[src/rtl/qam_demod_sync_ctrl_pkg.sv]
// Shared definitions for the QAM-16 carrier-sync controller and the demultiplier.
// Both blocks take their default timing from here, so they cannot drift apart.
package qam_demod_sync_ctrl_pkg;

   localparam int DEF_CARRIER_PERIOD = 16;
   localparam int DEF_DSP_LATENCY    = 4;
   localparam int DEF_FIFO_DEPTH     = 64;
   localparam int DEF_CNT_WIDTH      = 8;

   typedef enum logic [1:0] {
      IDLE      = 2'd0,
      WAIT_ZERO = 2'd1,
      RUN       = 2'd2,
      FLUSH     = 2'd3
   } demod_state_t;

endpackage

[src/rtl/qam_demod_sync_ctrl_if.sv]
// Sample-FIFO / carrier-generator / demultiplier handshake seen by the sync controller.
// master = datapath side, slave = controller side.
interface qam_demod_sync_ctrl_if;

   logic qam_valid;
   logic cor_valid;
   logic cor_zero;
   logic fifo_empty;
   logic fifo_full;
   logic fifo_rd_en;
   logic fifo_flush;
   logic lock;

   modport master (
      output qam_valid, cor_valid, cor_zero, fifo_empty, fifo_full,
      input  fifo_rd_en, fifo_flush, lock
   );

   modport slave (
      input  qam_valid, cor_valid, cor_zero, fifo_empty, fifo_full,
      output fifo_rd_en, fifo_flush, lock
   );

endinterface

[src/rtl/qam_demod_sync_ctrl_sticky_err.sv]
// Sticky error flag: set has priority over clear so a fault coinciding with a clear
// is never lost.
module qam_demod_sync_ctrl_sticky_err (
   input  logic axi_clk,
   input  logic axi_rstn,
   input  logic set,
   input  logic clr,
   output logic q
);

   always_ff @(posedge axi_clk or negedge axi_rstn) begin
      if (!axi_rstn) begin
         q <= 1'b0;
      end else if (set) begin
         q <= 1'b1;
      end else if (clr) begin
         q <= 1'b0;
      end
   end

endmodule

[src/rtl/qam_demod_sync_ctrl.sv]
// Carrier-synchronisation controller: starts FIFO reads on carrier zero phase, polices
// the zero-phase period, gates demultiplier validity and flushes/re-acquires on faults.
//
// state     | meaning
// ----------+----------------------------------------------------------------
// IDLE      | no valid input; waiting for samples and carrier together
// WAIT_ZERO | inputs valid; waiting for carrier zero phase to align reads
// RUN       | reading FIFO, checking zero-phase period, lock after DSP delay
// FLUSH     | FIFO/DSP flush for DSP_LATENCY+1 cycles, then back to IDLE
module qam_demod_sync_ctrl
   import qam_demod_sync_ctrl_pkg::*;
#(
   parameter int CARRIER_PERIOD = DEF_CARRIER_PERIOD,
   parameter int DSP_LATENCY    = DEF_DSP_LATENCY,
   parameter int FIFO_DEPTH     = DEF_FIFO_DEPTH,
   parameter int CNT_WIDTH      = DEF_CNT_WIDTH
) (
   input  logic                 axi_clk,
   input  logic                 axi_rstn,
   qam_demod_sync_ctrl_if.slave sync_if,
   input  logic                 err_clr,
   output logic [1:0]           state_o,
   output logic [CNT_WIDTH-1:0] resync_cnt,
   output logic                 err_phase,
   output logic                 err_ovf,
   output logic                 err_underrun
);

   localparam int PH_W = $clog2(CARRIER_PERIOD);
   localparam int FL_W = $clog2(DSP_LATENCY + 2);

   localparam logic [PH_W-1:0] PH_LAST   = PH_W'(CARRIER_PERIOD - 1);
   localparam logic [PH_W-1:0] PH_FIRST  = PH_W'(1);
   localparam logic [FL_W-1:0] FLUSH_END = FL_W'(DSP_LATENCY);
   localparam logic [FL_W-1:0] LOCK_AT   = FL_W'(DSP_LATENCY + 1);

   // The FIFO must hold at least one carrier period of samples during acquisition.
   if (FIFO_DEPTH < CARRIER_PERIOD || CARRIER_PERIOD < 2) begin : g_cfg_check
      $error("qam_demod_sync_ctrl: need CARRIER_PERIOD >= 2 and FIFO_DEPTH >= CARRIER_PERIOD");
   end

   demod_state_t        state;
   logic [PH_W-1:0]     phase_cnt;
   logic [FL_W-1:0]     flush_cnt;
   logic [FL_W-1:0]     lock_cnt;
   logic                rd_en;
   logic                flush;
   logic                lock;

   logic                both_valid;
   logic                ovf_hit;
   logic                phase_bad;
   logic                run_exit;
   logic                underrun_hit;
   logic [PH_W-1:0]     phase_nxt;
   logic [FL_W-1:0]     lock_nxt;

   always_comb begin
      both_valid   = sync_if.qam_valid && sync_if.cor_valid;
      ovf_hit      = sync_if.fifo_full && sync_if.qam_valid;
      phase_bad    = (state == RUN) && both_valid &&
                     (sync_if.cor_zero != (phase_cnt == '0));
      run_exit     = (state == RUN) && (!both_valid || ovf_hit || phase_bad);
      underrun_hit = sync_if.fifo_empty && rd_en;
      phase_nxt    = (phase_cnt == PH_LAST) ? '0 : phase_cnt + 1'b1;
      lock_nxt     = (lock_cnt == LOCK_AT) ? lock_cnt : lock_cnt + 1'b1;
   end

   // Outputs default low each cycle; only a state that keeps them high re-asserts them.
   always_ff @(posedge axi_clk or negedge axi_rstn) begin
      if (!axi_rstn) begin
         state      <= IDLE;
         phase_cnt  <= '0;
         flush_cnt  <= '0;
         lock_cnt   <= '0;
         rd_en      <= 1'b0;
         flush      <= 1'b0;
         lock       <= 1'b0;
         resync_cnt <= '0;
      end else begin
         rd_en <= 1'b0;
         flush <= 1'b0;
         lock  <= 1'b0;
         unique case (state)
            IDLE: begin
               if (both_valid) begin
                  state <= WAIT_ZERO;
               end
            end
            WAIT_ZERO: begin
               if (!both_valid) begin
                  state <= IDLE;
               end else if (sync_if.cor_zero) begin
                  state     <= RUN;
                  phase_cnt <= PH_FIRST;
                  lock_cnt  <= '0;
                  rd_en     <= 1'b1;
               end
            end
            RUN: begin
               if (run_exit) begin
                  state     <= FLUSH;
                  flush_cnt <= '0;
                  lock_cnt  <= '0;
                  flush     <= 1'b1;
                  if (resync_cnt != '1) begin
                     resync_cnt <= resync_cnt + 1'b1;
                  end
               end else begin
                  phase_cnt <= phase_nxt;
                  lock_cnt  <= lock_nxt;
                  rd_en     <= 1'b1;
                  lock      <= (lock_nxt == LOCK_AT);
               end
            end
            FLUSH: begin
               if (flush_cnt == FLUSH_END) begin
                  state <= IDLE;
               end else begin
                  flush_cnt <= flush_cnt + 1'b1;
                  flush     <= 1'b1;
               end
            end
         endcase
      end
   end

   assign sync_if.fifo_rd_en = rd_en;
   assign sync_if.fifo_flush = flush;
   assign sync_if.lock       = lock;
   assign state_o            = state;

   qam_demod_sync_ctrl_sticky_err u_err_phase (
      .axi_clk  (axi_clk),
      .axi_rstn (axi_rstn),
      .set      (phase_bad),
      .clr      (err_clr),
      .q        (err_phase)
   );

   qam_demod_sync_ctrl_sticky_err u_err_ovf (
      .axi_clk  (axi_clk),
      .axi_rstn (axi_rstn),
      .set      (ovf_hit),
      .clr      (err_clr),
      .q        (err_ovf)
   );

   qam_demod_sync_ctrl_sticky_err u_err_underrun (
      .axi_clk  (axi_clk),
      .axi_rstn (axi_rstn),
      .set      (underrun_hit),
      .clr      (err_clr),
      .q        (err_underrun)
   );

endmodule

[src/flat_wrapper.sv]
// flat-port wrapper written by rule: the top's interface ports become plain ports
module qam_demod_sync_ctrl_flat import qam_demod_sync_ctrl_pkg::*;
#(
   parameter int CARRIER_PERIOD = DEF_CARRIER_PERIOD,
   parameter int DSP_LATENCY    = DEF_DSP_LATENCY,
   parameter int FIFO_DEPTH     = DEF_FIFO_DEPTH,
   parameter int CNT_WIDTH      = DEF_CNT_WIDTH
)
  (axi_clk, axi_rstn, err_clr, state_o, resync_cnt, err_phase, err_ovf, err_underrun, sync_if_qam_valid, sync_if_cor_valid, sync_if_cor_zero, sync_if_fifo_empty, sync_if_fifo_full, sync_if_fifo_rd_en, sync_if_fifo_flush, sync_if_lock);
  qam_demod_sync_ctrl_if sync_if_i ();
  input  logic axi_clk;
  input  logic axi_rstn;
  input  logic err_clr;
  output logic [1:0] state_o;
  output logic [CNT_WIDTH-1:0] resync_cnt;
  output logic err_phase;
  output logic err_ovf;
  output logic err_underrun;
  input wire logic [$bits(sync_if_i.qam_valid)-1:0] sync_if_qam_valid;
  input wire logic [$bits(sync_if_i.cor_valid)-1:0] sync_if_cor_valid;
  input wire logic [$bits(sync_if_i.cor_zero)-1:0] sync_if_cor_zero;
  input wire logic [$bits(sync_if_i.fifo_empty)-1:0] sync_if_fifo_empty;
  input wire logic [$bits(sync_if_i.fifo_full)-1:0] sync_if_fifo_full;
  output wire logic [$bits(sync_if_i.fifo_rd_en)-1:0] sync_if_fifo_rd_en;
  output wire logic [$bits(sync_if_i.fifo_flush)-1:0] sync_if_fifo_flush;
  output wire logic [$bits(sync_if_i.lock)-1:0] sync_if_lock;
  assign sync_if_i.qam_valid = sync_if_qam_valid;
  assign sync_if_i.cor_valid = sync_if_cor_valid;
  assign sync_if_i.cor_zero = sync_if_cor_zero;
  assign sync_if_i.fifo_empty = sync_if_fifo_empty;
  assign sync_if_i.fifo_full = sync_if_fifo_full;
  assign sync_if_fifo_rd_en = sync_if_i.fifo_rd_en;
  assign sync_if_fifo_flush = sync_if_i.fifo_flush;
  assign sync_if_lock = sync_if_i.lock;
  qam_demod_sync_ctrl #(.CARRIER_PERIOD(CARRIER_PERIOD), .DSP_LATENCY(DSP_LATENCY), .FIFO_DEPTH(FIFO_DEPTH), .CNT_WIDTH(CNT_WIDTH)) u_core (.axi_clk(axi_clk), .axi_rstn(axi_rstn), .sync_if(sync_if_i), .err_clr(err_clr), .state_o(state_o), .resync_cnt(resync_cnt), .err_phase(err_phase), .err_ovf(err_ovf), .err_underrun(err_underrun));
endmodule
[config.mk]
export PLATFORM = sky130hd
export DESIGN_NAME = qam_demod_sync_ctrl_flat
export DESIGN_NICKNAME = d
export VERILOG_FILES = /design/src/rtl/qam_demod_sync_ctrl_pkg.sv /design/src/rtl/qam_demod_sync_ctrl_if.sv /design/src/rtl/qam_demod_sync_ctrl_sticky_err.sv /design/src/rtl/qam_demod_sync_ctrl.sv /design/src/flat_wrapper.sv
export SDC_FILE = /design/constraint.sdc
export NUM_CORES = 1
export LEC_CHECK = 0
export ABC_CLOCK_PERIOD_IN_PS = 2500
export CORE_MARGIN = 2
export CORE_UTILIZATION = 53
export CTS_CLUSTER_SIZE = 16
export DETAILED_ROUTE_END_ITERATION = 7
export PLACE_DENSITY = 0.79
export REMOVE_ABC_BUFFERS = 1
export SETUP_SLACK_MARGIN = 0.2
export SYNTH_ARGS = -nofsm -noshare
export SYNTH_HDL_FRONTEND = slang
export SYNTH_SLANG_ARGS = --single-unit
export TNS_END_PERCENT = 100
[constraint.sdc]
create_clock -name axi_clk -period 2.5 [get_ports axi_clk]
set_input_delay 0.375 -clock axi_clk [delete_from_list [all_inputs] [get_ports axi_clk]]
set_output_delay 0.375 -clock axi_clk [all_outputs]
set_load 0.005 [all_outputs]
==> impl_results.md, run 1 <==
- Status: finished, final reports clean
- Ports: 24
- Post-Synthesis Cells: 158
- Wire length per cell: 14.9 um
- Max H-tree Level: 1
- Final Slew Violations: 0
- Share of layout cells above drive strength 1: 11.1%
- #FFs+latches synth: 26
- HPWL after DPL: 2440 um
- Core Area: 2760 um2
- Initial antenna violation count: 0
- FFs w/ async S/R, synth: 100%
- Clock sink count: 26
- Final #Nets: 211
- Drt via density: 5.92
- Area grow syn2layout: 23.5%
- Fin crit share: 86.3%
- GPL Wtd Cong: 0.891
- Starting Density: 55.8%
- Die H: 57.9 um
- Synth top area share: 42.3%
- Skew-Pair Late Insertion Delay: 0.32 ns
- Layout Cells excl Fill: 221
- Leak pwr: 0.851 nW
- RR Endpoint: u_core.phase_cnt[2]$_DFFE_PN0P_
- Crit end category: register
- Uppermost layer routed: met4
- Final hold violation count: 0
- Worst-margin pin slew: 0.452 ns
- Critical Path Start Type: register
- 1st-iter DRT viols: 21
- Power Internal: 887 uW
- Dpl cells: 215
- Total Power: 1.40 mW
- Clock Path Buffers: 2
- Vias in the first global route: 1276
- Worst EP required: 2.71 ns
- Clk_skew: 0.00658 ns
- WL met1: 1460 um
- Top post-synthesis cells by area: dfrtp_1 42%, ha_1 9.8%, nand2_1 4.9%
- Final Critical Period: 2.16 ns
- Avg Inst Size Synth: 9.73 um2
- Die W: 57.9 um
- Setup TNS Final: 0 ns
- CTS root buf: clkbuf_4
- CP max FO: 9
- Mapped Area: 1540 um2
- Number of setup violations in the final report: 0
- First-pass GRT wire length: 5420 um
- Die area: 3350 um2
- Cts bufs inserted: 3
- Net switching power: 515 uW
- Worst R2R Path Depth: 8
- Max VDD drop: 0.464 mV
- Max-cap violation count: 0
- Sequential area share after synthesis: 42.3%
- Primary FF master, synth: dfrtp_1
- Antenna-violating nets left: 0
- Setup CP Type: reg -> reg
- Switching Share: 36.8%
- DRT Pass-1 Iters: 5
- Row count: 19
- Reg power frac: 40.9%
- Gr ovfl total: 0
- Count leader, synth: dfrtp_1
- Met3 WL: 142 um
- Reg-to-Reg Start: u_core.phase_cnt[0]$_DFFE_PN0P_
- Worst min path class: in -> async
- Top post-synthesis cells by count: 26 x dfrtp_1, 20 x nand2_1, 13 x inv_1
- Reg clk slew, reported paths: 0.14 ns
- Clock Power Share: 15.0%
- Crit path arrival time: 2.37 ns
- DRT Wirelength: 3290 um
- Largest net degree at the start of global routing: 27
- Met2 WL: 1620 um
- Synth cell types: 39
- Number of port buffers: 23
- Vias after detailed routing: 1308
- Tot GR Track Use: 20.7%
- Max-slew headroom: 69.4%
- F_max: 463 MHz
- Synth area leader: dfrtp_1
- Ant diodes: 0
- DRC viols: 0
- Pwr per Cell Area: 738 nW/um2
- RSZ-0062 raised after global routing: no
- Combinational share of power: 44.1%
- EDFF count, synth: 0
- CTS tree: yes
- Synth warnings: 0
- Reg-to-reg slack, setup: 0.34 ns
[metal layers]
| layer | up-vias | global-route usage (%) |
|---|---|---|
| met5 | - | 0 |
| met4 | 0 | 8.31 |
| met3 | 9 | 2.90 |
| met2 | 36 | 35.1 |
| met1 | 631 | 26.8 |
| li1 | 632 | - |
[state kept, by name (all words and copies together), names as in the netlist, named ones only]
name and flops:
u_core.state_o 1, u_core.sync_if.lock 1, u_core.sync_if.fifo_flush 1, u_core.flush_cnt 3
u_core.phase_cnt 4, u_core.sync_if.fifo_rd_en 1, u_core.u_err_phase.q 1, u_core.resync_cnt 8
u_core.lock_cnt 3, u_core.u_err_ovf.q 1, u_core.u_err_underrun.q 1
[critical path, stage by stage (launching register included)]
cell,delay [ns]
dfrtp_1,0.43
inv_1,0.13
ha_1,0.15
nor3b_2,0.30
xor2_4,0.18
buf_4,0.18
nor3_4,0.23
nand2_1,0.09
a311o_1,0.35
[worst max path at each step]
stage | depth (start not counted) | end | from | slack [ns]
6_report | 8 | u_core.phase_cnt[2]$_DFFE_PN0P_ | u_core.phase_cnt[0]$_DFFE_PN0P_ | 0.34
5_1_grt | 8 | u_core.phase_cnt[2]$_DFFE_PN0P_ | u_core.phase_cnt[0]$_DFFE_PN0P_ | 0.21
4_1_cts | 7 | u_core.resync_cnt[7]$_DFFE_PN0P_ | u_core.phase_cnt[0]$_DFFE_PN0P_ | 0.24
3_5_place_dp | 5 | u_core.resync_cnt[1]$_DFFE_PN0P_ | sync_if_cor_zero | 0.17
3_3_place_gp | 5 | u_core.resync_cnt[1]$_DFFE_PN0P_ | sync_if_cor_zero | 0.24
2_1_floorplan | 6 | u_core.phase_cnt[2]$_DFFE_PN0P_ | u_core.state_o[0]$_DFFE_PN0P_ | 0.46
[metrics by stage]
step                hold WS, ns  instance area (um2)  util (%)  worst slack (ns)
CTS                       0.408                 1870      67.7             0.239
global placement          0.470                 1830      66.4             0.237
finish                    0.394                 1900      68.9             0.342
floorplan                0.0794                 1520         -             0.458
detailed placement        0.504                 1830      66.4             0.174
global route              0.441                 1900      68.9             0.207
[placed cells by master, fill, tap and decap left out, drive strengths merged, types with 2 or more instances in the layout]
master         instances
a21oi                  7
a22o                   2
a31oi                  2
a32o                   2
and2                   2
and3                   4
buf                    8
clkbuf                 4
clkdlybuf4s50         23
dfrtp                 26
ha                    12
inv                   13
mux2                   2
mux2i                  2
nand2                 20
nand2b                 2
nand3                  8
nor2                   8
nor3                   4
nor4                   3
o21ai                 11
o22ai                  3
o41ai                  3
xor2                   7
[area by class of cell]
type                    count  area, um2
repair buffers             31        290
multi-input cells         116        835
inverters                  13       48.8
flip-flops and latches     26        651
fillers                   220        858
well taps                  31       38.8
clock buffers               4       36.3
[cells by family after synthesis]
family	count (synthesis)	share of synthesized area (%)
multiplexers	4	2.77
AO/OA/AOI/OAI	36	16.4
flip-flops	26	42.3
XOR/XNOR	7	4.48
buffers and inverters	16	4.47
AND/OR/NAND/NOR	57	19.8
adder cells (fa/ha/maj)	12	9.76
[power by group through the flow]
stage | sequential [mW] | combinational [mW] | clock (mW)
after floorplan | 0.574 | 0.338 | 0
after CTS | 0.575 | 0.607 | 0.214
after global routing | 0.587 | 0.677 | 0.231
final | 0.574 | 0.619 | 0.210
after detailed placement | 0.583 | 0.600 | 0
after global placement | 0.576 | 0.580 | 0
[repair_timing]
item | CTS | global route
hold buffers | 0 | 0
resized for setup | 0 | 2
setup endpoints to repair | 0 | 9
setup buffers | 0 | 2
No activity file was read; power rests on OpenSTA's default activity.
==> inputs of run 2 (changes only) <==
CORE_MARGIN = not set   (was 2)
SYNTH_HIERARCHICAL = 1   (was not set)
==> run 2 against run 1 <==
Net effect: count of clock-buffer cells in the layout is 1 lower; global-route usage is 2.0 points higher; critical endpoint is now u_core/resync_cnt[6]$_DFFE_PN0P_; cell area is 1.3% higher; clock skew is 0.0015 ns lower; synthesized cell count is 3.2% higher; non-clock buffer count is 4 lower.
==> impl_results.md, run 2 <==
- Crit end category: register
- Dpl cells: 219 (+1.9%)
- Final hold violation count: 0 (unchanged)
- RR Endpoint: u_core/resync_cnt[6]$_DFFE_PN0P_
- Min Hold Slack: 0.403 ns (+0.00811 ns)
- Max-slew headroom: 67.8% (-1.7 points)
- Initial antenna violation count: 0 (unchanged)
- Row count: 19 (unchanged)
- Pwr per Cell Area: 752 nW/um2 (+1.8%)
- Layout Cells excl Fill: 223 (+0.90%)
- Reg-to-reg slack, setup: 0.33 ns (about the same)
- Starting Density: 56.5% (+0.78 points)
- Top post-synthesis cells by count: 26 x dfrtp_1, 19 x nand2_1, 12 x ha_1
- HPWL after DPL: 2520 um (+3.2%)
- Commonest non-fill, non-tap cell in the layout: dfrtp_1
- Area grow syn2layout: 22.4%
- 1st-iter DRT viols: 50 (+140%)
- Die H: 56.5 um (-2.4%)
- Most frequent cells in the layout: 26 x dfrtp_1, 23 x clkdlybuf4s50_1, 19 x nand2_1
- Vias in the first global route: 1281 (+0.39%)
- Clock Path Buffers: 2 (unchanged)
- Die W: 56.5 um (-2.4%)
- FFs w/ async S/R, synth: 100% (unchanged)
- Top post-synthesis cells by area: dfrtp_1 41%, ha_1 9.5%, nand2_1 4.5%
- DRT Pass-1 Iters: 4 (-1)
- Drt via density: 5.92 (about the same)
- Tot GR Track Use: 22.7% (+2.0 points)
- Post-Synthesis Cells: 163 (+3.2%)
- Reg-to-Reg Start: u_core/phase_cnt[0]$_DFFE_PN0P_
- Critical Path Start Type: register
- Gr ovfl total: 0 (unchanged)
- Largest net degree at the start of global routing: 27 (unchanged)
- Worst min path class: in -> async
- CTS tree: yes
- Die area: 3190 um2 (-4.7%)
- Cts bufs inserted: 3 (unchanged)
- Synth top area share: 41.4% (-0.94 points)
- Clk_skew: 0.00507 ns (-0.00151 ns)
- Worst EP required: 2.71 ns (about the same)
- Share of layout cells above drive strength 1: 8.85% (-2.2 points)
- Vias after detailed routing: 1321 (+0.99%)
- Max FFs per register: 8 (unchanged)
- Antenna-violating nets left: 0 (unchanged)
- Clock sink count: 26 (unchanged)
- F_max: 462 MHz (-0.35%)
- Synth area leader: dfrtp_1
- Avg Inst Size Synth: 9.65 um2 (-0.86%)
- Fin crit share: 86.6% (+0.30 points)
- First-pass GRT wire length: 5610 um (+3.4%)
- Postcts setup bufs: 0 (unchanged)
- CP max FO: 10 (+1)
- Reg clk slew, reported paths: 0.14 ns (about the same)
- Core Area: 2780 um2 (+0.86%)
- Status: finished, final reports clean
- Sequential area share after synthesis: 41.4% (-0.94 points)
- Ports: 24 (unchanged)
- Final Slew Violations: 0 (unchanged)
- EDFF count, synth: 0 (unchanged)
- Crit path arrival time: 2.38 ns (about the same)
- Mapped Area: 1570 um2 (+2.3%)
- Worst-margin pin slew: 0.481 ns (+0.0283 ns)
- Number of setup violations in the final report: 0 (unchanged)
- Leak pwr: 0.883 nW (+3.8%)
- Wire length per cell: 14.8 um (-0.90%)
- Primary FF master, synth: dfrtp_1
- Max H-tree Level: 1 (unchanged)
- Setup TNS Final: 0 ns (unchanged)
- Synth cell types: 43 (+10%)
- Ant diodes: 0 (unchanged)
- Largest regs: u_core/resync_cnt x8, u_core/phase_cnt x4
- Count leader, synth: dfrtp_1
- GPL Wtd Cong: 0.928 (+4.1%)
- Max-cap violation count: 0 (unchanged)
- DRT Wirelength: 3290 um (unchanged)
- Max VDD drop: 0.590 mV (+27%)
- Skew-Pair Late Insertion Delay: 0.31 ns (about the same)
- Largest reg by FF count: u_core/resync_cnt
- Worst R2R Path Depth: 7 (-1)
- RSZ-0062 raised after global routing: no
- Final #Nets: 213 (+0.95%)
- Synth warnings: 6 (+6)
- DRC viols: 0 (unchanged)
- Number of port buffers: 23 (unchanged)
- #FFs+latches synth: 26 (unchanged)
- Setup CP Type: reg -> reg
- Final Critical Period: 2.17 ns (+0.00750 ns)
- CTS root buf: clkbuf_4
## run 2: changes by cell type in the layout (fill, tap and decap cells not counted), sizes merged, moves of 3 or more
cell	change
a21o	+3
o31ai	+4
xor2	-4
a21oi	+5
o41ai	-3
buf	-4
o21ai	-4
a31oi	+3
nor2b	+3
nand4	+3
## run 2: cell families after synthesis
logic type | count (synthesis) | synth area share [%]
muxes | 4 | 2.94
buffers and inverters | 13 | 3.18
AOI/OAI and AO/OA | 43 | 19.2
and+or+nand+nor | 60 | 19.8
adders and majority gates | 12 | 9.55
xor gates and xnor gates | 5 | 3.98
DFF | 26 | 41.4
## run 2: final cells by class
| cell class | count | area (um2) |
|---|---|---|
| Fill cell | 235 | 857 |
| Sequential cell | 26 | 651 |
| Clock inverter | 1 | 30.0 |
| Clock buffer | 3 | 22.5 |
| Timing Repair Buffer | 27 | 260 |
| Tap cell | 31 | 38.8 |
| Multi-Input combinational cell | 124 | 881 |
| Inverter | 11 | 41.3 |
## run 2: critical path, stage by stage, from the launching register on
cell     delay [ns]
dfrtp_1        0.43
inv_1          0.10
ha_1           0.15
nor3b_4        0.39
xnor2_4        0.18
o31a_1         0.36
nand4_1        0.12
mux2_1         0.32
## run 2: layer usage
| layer | GRT usage [%] | vias to the layer above | part of all wire (%) |
|---|---|---|---|
| li1 | - | 638 | - |
| met1 | 28.5 | 634 | 44 |
| met2 | 40.8 | 45 | 50 |
| met3 | 2.07 | 4 | 4.4 |
| met4 | 7.32 | 0 | 1.1 |
| met5 | 0 | - | 0 |
## run 2: worst max path at each step
stage	startpoint	endpoint	slack, ns	depth (start not counted)
6_report	u_core/phase_cnt[0]$_DFFE_PN0P_	u_core/resync_cnt[6]$_DFFE_PN0P_	0.33	7
5_1_grt	u_core/state_o[0]$_DFFE_PN0P_	u_core/phase_cnt[3]$_DFFE_PN0P_	0.20	7
4_1_cts	u_core/state_o[0]$_DFFE_PN0P_	u_core/phase_cnt[3]$_DFFE_PN0P_	0.31	7
3_5_place_dp	u_core/state_o[0]$_DFFE_PN0P_	u_core/phase_cnt[3]$_DFFE_PN0P_	0.34	7
3_3_place_gp	sync_if_cor_zero	u_core/resync_cnt[6]$_DFFE_PN0P_	0.40	6
2_1_floorplan	u_core/state_o[0]$_DFFE_PN0P_	u_core/phase_cnt[3]$_DFFE_PN0P_	0.50	7
## run 2: metrics by stage
stage	cell area [um2]	total power, mW	setup slack, ns	utilization, %
floorplan	1560	0.935	0.501	-
global placement	1860	1.13	0.398	67.0
detailed placement	1860	1.16	0.337	67.0
CTS	1920	1.45	0.314	68.9
global route	1920	1.55	0.202	69.2
finish	1920	1.45	0.334	69.2
## run 2: timing repair
| action | in CTS | in global routing |
|---|---|---|
| hold endpoints to repair | 0 | 0 |
| hold buffers | 0 | 0 |
| setup endpoints to repair | 0 | 5 |
| resized for setup | 0 | 2 |
## run 2: report_power, final
part	leakage, nW	switching (mW)	internal (mW)
logic	0.510	0.292	0.286
registers	0.346	0.0925	0.496
clock network	0.0279	0.119	0.162
total	0.883	0.503	0.944
